<file path="src/rtl/display_scan_driver.sv">
// display_scan_driver
// Time-multiplexed 7-segment driver. Packed BCD digits are captured into a
// shadow register and promoted to the displayed (active) copy only at a
// frame boundary, so a frame never mixes old and new digits. One digit is
// driven at a time on a shared segment bus with a one-hot digit enable.
// Leading-zero blanking, whole-display blink and a dash for non-BCD codes
// are applied on the way out.
//
// load is a single-cycle strobe with no back-pressure: every cycle it is
// high (outside reset) digits_in is taken, and the last one in a frame wins.

module display_scan_driver #(
  parameter int NUM_DIGITS = 3,
  parameter int SCAN_DIV   = 4,
  parameter int BLINK_DIV  = 8,
  parameter int LZ_KEEP    = 1
) (
  input  logic                          clk,
  input  logic                          reset,
  input  logic                          load,
  input  logic [4*NUM_DIGITS-1:0]       digits_in,
  input  logic                          blank_lz,
  input  logic                          blink_en,
  output logic [6:0]                    seg_out,
  output logic [NUM_DIGITS-1:0]         dig_en,
  output logic [$clog2(NUM_DIGITS)-1:0] cur_digit,
  output logic                          frame_done
);

  localparam int IW = $clog2(NUM_DIGITS);
  localparam int DW = (SCAN_DIV > 1) ? $clog2(SCAN_DIV) : 1;
  localparam int BW = (BLINK_DIV > 1) ? $clog2(BLINK_DIV) : 1;

  logic [DW-1:0]           div_q, div_d;
  logic [IW-1:0]           idx_q, idx_d;
  logic [4*NUM_DIGITS-1:0] shadow_q, shadow_d;
  logic [4*NUM_DIGITS-1:0] active_q, active_d;
  logic                    pending_q, pending_d;
  logic                    phase_q, phase_d;
  logic [BW-1:0]           bcnt_q, bcnt_d;
  logic                    frame_done_q, frame_done_d;

  logic       div_last;
  logic       idx_last;
  logic       frame_wrap;
  logic [3:0] cur_val;
  logic [6:0] seg_dec;
  logic       blank;
  logic       all_zero;
  logic [NUM_DIGITS-1:0] dig_onehot;

  assign div_last   = (div_q == DW'(SCAN_DIV - 1));
  assign idx_last   = (idx_q == IW'(NUM_DIGITS - 1));
  assign frame_wrap = div_last && idx_last;

  // Next-state: scan counters, shadow/active buffering, blink phase.
  always_comb begin
    div_d        = div_q;
    idx_d        = idx_q;
    shadow_d     = shadow_q;
    active_d     = active_q;
    pending_d    = pending_q;
    phase_d      = phase_q;
    bcnt_d       = bcnt_q;
    frame_done_d = frame_wrap;

    if (div_last) begin
      div_d = '0;
      idx_d = idx_last ? '0 : idx_q + 1'b1;
    end else begin
      div_d = div_q + 1'b1;
    end

    // A load landing on the wrap edge goes straight to the display; a
    // load anywhere else waits in the shadow until the next wrap.
    if (load && frame_wrap) begin
      shadow_d  = digits_in;
      active_d  = digits_in;
      pending_d = 1'b0;
    end else if (load) begin
      shadow_d  = digits_in;
      pending_d = 1'b1;
    end else if (frame_wrap && pending_q) begin
      active_d  = shadow_q;
      pending_d = 1'b0;
    end

    // Dropping blink_en returns to the visible phase on the next edge.
    if (!blink_en) begin
      phase_d = 1'b0;
      bcnt_d  = '0;
    end else if (frame_wrap) begin
      if (bcnt_q == BW'(BLINK_DIV - 1)) begin
        phase_d = ~phase_q;
        bcnt_d  = '0;
      end else begin
        bcnt_d = bcnt_q + 1'b1;
      end
    end
  end

  // State register with synchronous reset.
  always_ff @(posedge clk) begin
    if (reset) begin
      div_q        <= '0;
      idx_q        <= '0;
      shadow_q     <= '0;
      active_q     <= '0;
      pending_q    <= 1'b0;
      phase_q      <= 1'b0;
      bcnt_q       <= '0;
      frame_done_q <= 1'b0;
    end else begin
      div_q        <= div_d;
      idx_q        <= idx_d;
      shadow_q     <= shadow_d;
      active_q     <= active_d;
      pending_q    <= pending_d;
      phase_q      <= phase_d;
      bcnt_q       <= bcnt_d;
      frame_done_q <= frame_done_d;
    end
  end

  // Select the current digit, decide blanking, and build the one-hot enable.
  always_comb begin
    cur_val    = '0;
    dig_onehot = '0;
    blank      = 1'b0;
    all_zero   = 1'b0;
    for (int i = 0; i < NUM_DIGITS; i++) begin
      dig_onehot[i] = (idx_q == IW'(i));
      if (idx_q == IW'(i)) cur_val = active_q[4*i +: 4];
    end
    // Blank only when this digit and every more significant one are zero;
    // a dash code is nonzero and so keeps the digits below it visible.
    if (blank_lz) begin
      for (int i = LZ_KEEP; i < NUM_DIGITS; i++) begin
        if (idx_q == IW'(i)) begin
          all_zero = 1'b1;
          for (int j = i; j < NUM_DIGITS; j++) begin
            if (active_q[4*j +: 4] != 4'd0) all_zero = 1'b0;
          end
          blank = all_zero;
        end
      end
    end
  end

  // BCD to segments a..g (bit6 = a); non-BCD codes show a dash.
  always_comb begin
    case (cur_val)
      4'd0:    seg_dec = 7'b1111110;
      4'd1:    seg_dec = 7'b0110000;
      4'd2:    seg_dec = 7'b1101101;
      4'd3:    seg_dec = 7'b1111001;
      4'd4:    seg_dec = 7'b0110011;
      4'd5:    seg_dec = 7'b1011011;
      4'd6:    seg_dec = 7'b1011111;
      4'd7:    seg_dec = 7'b1110000;
      4'd8:    seg_dec = 7'b1111111;
      4'd9:    seg_dec = 7'b1111011;
      default: seg_dec = 7'b0000001;
    endcase
  end

  // Output gating: reset and the dark blink phase kill both buses.
  always_comb begin
    seg_out = '0;
    dig_en  = '0;
    if (!reset && !phase_q) begin
      dig_en = dig_onehot;
      if (!blank) seg_out = seg_dec;
    end
  end

  assign cur_digit  = idx_q;
  assign frame_done = frame_done_q;

endmodule

</file>
<file path="config.mk">
export PLATFORM = sky130hd
export DESIGN_NAME = display_scan_driver
export DESIGN_NICKNAME = d
export VERILOG_FILES = /design/src/rtl/display_scan_driver.sv
export SDC_FILE = /design/constraint.sdc
export NUM_CORES = 1
export LEC_CHECK = 0
export BUFFER_PORTS_ARGS = -buffer_cell sky130_fd_sc_hd__buf_2
export CAP_MARGIN = 20
export CORE_MARGIN = 4
export CORE_UTILIZATION = 40
export CTS_CLUSTER_DIAMETER = 50
export DETAILED_ROUTE_END_ITERATION = 10
export PLACE_DENSITY_LB_ADDON = 0.3
export SLEW_MARGIN = 40
export SYNTH_ARGS = -nofsm -noshare
export SYNTH_HDL_FRONTEND = slang
export SYNTH_SLANG_ARGS = --single-unit
</file>
<file path="constraint.sdc">
create_clock -name clk -period 2.4 [get_ports clk]
set_input_delay 0.24 -clock clk [delete_from_list [all_inputs] [get_ports clk]]
set_output_delay 0.24 -clock clk [all_outputs]
set_load 0.01 [all_outputs]
</file>
Word level (Yosys, flattened, before mapping)
Memories as Yosys holds them, arrays and structs flattened.
Index checks and enable logic that the tools add are counted.
{ "op_classes": {"addsub": 3, "n_mul": 0, "div_mod_pow": 0, "magnitude_cmp": 0, "eq_ne": 5, "shift": 0, "muxes": 21, "bitwise_logic": 2, "n_reduce_logical": 17} }
{ "ops": {"columns": ["op", "n"], "rows": [
  ["$mux 12", 5],
  ["$mux 7", 2],
  ["$mux 4", 3],
  ["$mux 1", 8],
  ["$reduce_bool 4->1", 2],
  ["$mux 3", 2],
  ["$reduce_bool 2->1", 3],
  ["$reduce_or 2->1", 3],
  ["$add 2x1->2 const B", 2],
  ["$eq 2x2->1 const B", 2],
  ["$logic_and 1x1->1", 4],
  ["$reduce_and 2->1", 2],
  ["$add 3x1->3 const B", 1],
  ["$eq 3x3->1 const B", 1],
  ["$eq 2x1->1 const B", 1],
  ["$logic_not 1->1", 2],
  ["$logic_not 2->1", 1],
  ["$mux 2", 1],
  ["$ne 2x1->1 const B", 1],
  ["$not 1->1", 2]
]} }
{ "totals": {"ff_bits": 34, "latchBits": 0, "mem_bits_rw": 0, "rom_bits": 112, "input_bits": 17, "out_inout_bits": 13, "elab_cells": 57, "mem_count": 1} }
{ "mem_list": {"columns": ["memory", "words", "word_bits", "read_ports", "rd_clocked_by_memory_dff", "wr", "line", "source"], "rows": [
  ["(no name shown)", 16, 7, 1, 0, 0, "152", "case (cur_val)"]
]} }

Depth between registers and ports, before layout
{ "logic_depth": {"word_depth": 8, "depth_mapped": 8} }

Worst setup path after synthesis
Ideal clock, no wire load.
{ "synth_path": {"kind": "register -> output", "from": "reg idx_q[0] (netlist: cur_digit[0])", "to": "out seg_out[3]", "arrival_ns": 2.026, "required_time_ns": 2.160, "setup_slack_ns": 0.134, "stages_incl_launch_ff": 8, "n_path_buf": 1, "cell_sequence": "dfxtp_1 -> buf_6 -> nor2b_2 -> a2bb2oi_1 -> inv_1 -> ha_1 -> mux2_4 -> a211oi_2"} }
{ "synth_via": {"elab_chain_len": 7, "elab_cells_between_ends": 12} }
{ "synth_lines": {"columns": ["element", "line", "source"], "rows": [
  ["start: declaration", "35", "logic [IW-1:0] idx_q, idx_d;"],
  ["start signal: assignment", "115", "idx_q <= idx_d;"],
  ["$logic_not 2->1", "133", "if (idx_q == IW'(i)) cur_val = active_q[4*i +: 4];"],
  ["$mux 4 (3 in a row)", "133", null],
  ["$mem_v2 16x7", null, null],
  ["$mux 7 (*)", "173", "if (!blank) seg_out = seg_dec;"],
  ["$mux 7 (*)", "171", "if (!reset && !phase_q) begin"],
  ["end: declaration", "24", "output logic [6:0] seg_out,"]
]} }
Mark *: on every way between the ends. The rest lies on a longest branch, timed or not.

Worst setup path after layout
Ends and elaborated chain as after synthesis.

==> qor.txt <==
Status: finished clean
DRC violation total after the first TritonRoute iteration: 91
Transition time at the pin with the least slew margin: 768 ps
Syn avg cell area: 8.52 µm²
Element type at the critical path start: flip-flop
Required time of the critical path: 2160 ps
Number of warnings reported in the yosys synthesis log: 0
Number of flops mapped to enable cells by yosys: 0
Clock root buffer master: sky130_fd_sc_hd__clkbuf_8
Total number of clock tree sinks: 34
Total of endpoints with negative setup slack in the final report: 0
Net count reported at finish: 278
Clock buffer count from CTS: 5
Antenna Violating Nets Remaining: 0
Normalized max-slew margin: 48.8%
Layout Cells excl Fill: 305
Total power consumption of the routed design: 1.12 mW
Synthesized net count: 249
Main area contributors after synthesis: sky130_fd_sc_hd__dfxtp_1 (36%), sky130_fd_sc_hd__nor2_1 (13%), sky130_fd_sc_hd__mux2i_1 (8.9%)
# hold bufs at CTS: 0
Overall Global Routing Usage: 14.3%
Most common cell after layout, fill and taps aside: sky130_fd_sc_hd__nor2_1
Length of the first detailed-routing pass in iterations: 4
Share of cells above drive strength 1: 28.1%
Hold/Removal Path Class: input pin to flip-flop
Antenna cells: 0
Final Slew Violations: 0
Maximum number of buffers from clock root to sink: 2
Most frequent cells in the layout: sky130_fd_sc_hd__nor2_1 (64), sky130_fd_sc_hd__dfxtp_1 (33), sky130_fd_sc_hd__buf_2 (29)
Clock edge transition at the registers on the reported setup and hold paths: 70 ps
Post-synth design cell area: 0.00191 mm²
Residual DRC: 0
Largest net degree at the start of global routing: 34
Number of synthesized register bits: 34
Sequential-to-total area share from yosys stat: 35.6%
Placed Instances: 296
Maxcap violations: 0
Number of endpoints with negative hold slack in the final report: 0
Routed WL per cell: 13.1 µm
Number of unique standard cell types used by synthesis: 37
Top cell type by total area after synthesis: sky130_fd_sc_hd__dfxtp_1
Global-route wire length before repair: 6830 µm
Buf+Inv Stages, Crit Path: 2
Power density relative to cell area: 506 mW/mm²
Slowest cell on the critical path: sky130_fd_sc_hd__dfxtp_4
Grt total ovfl: 0
Asr flop ratio synth: 0%
Share of the core filled with cells: 49.6%
Crit-path cells: mux2i_2 > a2bb2oi_2 > buf_4 > ha_4 > mux2_4 > a211oi_2 > buf_2
Top_reg_cell synth: sky130_fd_sc_hd__dfxtp_1
Standby leakage power: 0.933 nW
RD Place Congestion: 0.815
Setup clock skew after layout: 5.18 ps
Post-route minimum period: 2320 ps
Final worst path period share: 96.7%
Worst hold slack after final layout: 207 ps
# IOs: 30
Starting utilization of the core area: 42.7%
CP Data Arrival Time: 2080 ps
HPWL Detailed: 2800 µm
Kind of capture point of the worst setup path: output port
Critical path peak fanout: 7
Site row count: 24
Number of standard cells after synthesis: 224
Category of the most critical setup path: flip-flop to output port
Max incr delay on CP: 410 ps
Die area: 0.00594 mm²
Peak supply drop: 0.317 mV
Overall routed net length: 3990 µm
Via/cell ratio: 5.20
Fmax: 431 MHz
Clock tree from TritonCTS: yes
Layout overhead on the synthesized area: 16.3%
Maximum level of the CTS H-tree: 2
Die Y-Extent: 77.1 µm
Initial antenna violation count: 0
Port bufs: 29
Insertion delay to the later sink of the worst-skew pair: 280 ps
Synth top area share: 35.6%
Die outline width: 77.1 µm
Category of cells accounting for the largest share of critical-path delay: multiplexers
Core outline area: 0.00447 mm²
Via count of the first global-routing pass: 1461
Via count of the routed design: 1585
[cell families (layout without fill, tap and decap cells)]
kind of cell	count (synthesis)	in the layout	share of synthesized area, %
and+or+nand+nor	88	88	19.9
AOI/OAI and AO/OA	41	41	19.2
DFF	34	34	35.6
buffers and inverters	31	60	7.73
muxes	21	21	11.8
adders and majority gates	8	8	5.24
xor gates and xnor gates	1	1	0.459
[stage by stage]
step | setup slack (ps) | cell area [µm²] | TNS, ps
2_1_floorplan | 134 | 1910 | 0
3_3_place_gp | 277 | 2080 | 0
3_5_place_dp | 229 | 2080 | 0
4_1_cts | 30.4 | 2180 | 0
5_1_grt | -4.51 | 2220 | -4.51
6_report | 78.4 | 2220 | 0
[worst register-to-register path: cells and delay by family, from the launching register on]
kind                   cells  cell delay, ps
AO/OA/AOI/OAI              2             570
buffers and inverters      1             180
flip-flops                 1             410
AND/OR/NAND/NOR            2             440
[final timing paths]
check	start	to	slack [ps]	cells past startpoint
hold / removal	digits_in[4]	shadow_q[4]	210	3
setup / recovery	cur_digit[0]	seg_out[3]	80	7
hold reg to reg	div_q[0]	div_q[0]	430	1
setup reg to reg	cur_digit[0]	active_q[2]	690	5
[metal layers]
layer | up-vias | wire length, µm | track usage, %
met5 | - | 0 | 0
met3 | 5 | 169 | 3.98
met1 | 717 | 1980 | 19.1
met4 | 0 | 53 | 5.34
li1 | 831 | - | -
met2 | 32 | 1780 | 21.9
[registers in the layout, summed over array words and instances (netlist names)]
| signal | count |
|---|---|
| active_q | 12 |
| shadow_q | 12 |
| bcnt_q | 3 |
| cur_digit | 2 |
| div_q | 2 |
| frame_done | 1 |
| pending_q | 1 |
| phase_q | 1 |
[power by group]
part | leakage, nW | total, mW | internal, mW | switching, mW
Clock | 0.0383 | 0.387 | 0.199 | 0.188
Sequential | 0.278 | 0.600 | 0.583 | 0.0172
Combinational | 0.617 | 0.135 | 0.0615 | 0.0739
[Yosys cell counts, drive strengths merged (5+ instances only)]
cell      n
clkbuf    8
mux2i    18
a21oi     9
a211oi    6
a2111oi  10
a31oi    10
ha        8
inv      14
dfxtp    34
nor3      5
buf       9
nand2     8
nor2     65
[repair_timing]
action | 4_1_cts | 5_1_grt
setup buffers | 0 | 2
resized for setup | 4 | 5
pin swaps | 0 | 2
endpoints found under the setup margin | 4 | 2
[layout make-up]
type / count / area [µm²]
multi-input cells: 159 / 1120
repair buffers: 39 / 220
inverters: 14 / 52.6
clock buffers: 7 / 76.3
well taps: 52 / 65.1
fillers: 434 / 2250
flip-flops and latches: 34 / 684
No activity file was read; power rests on OpenSTA's default activity.
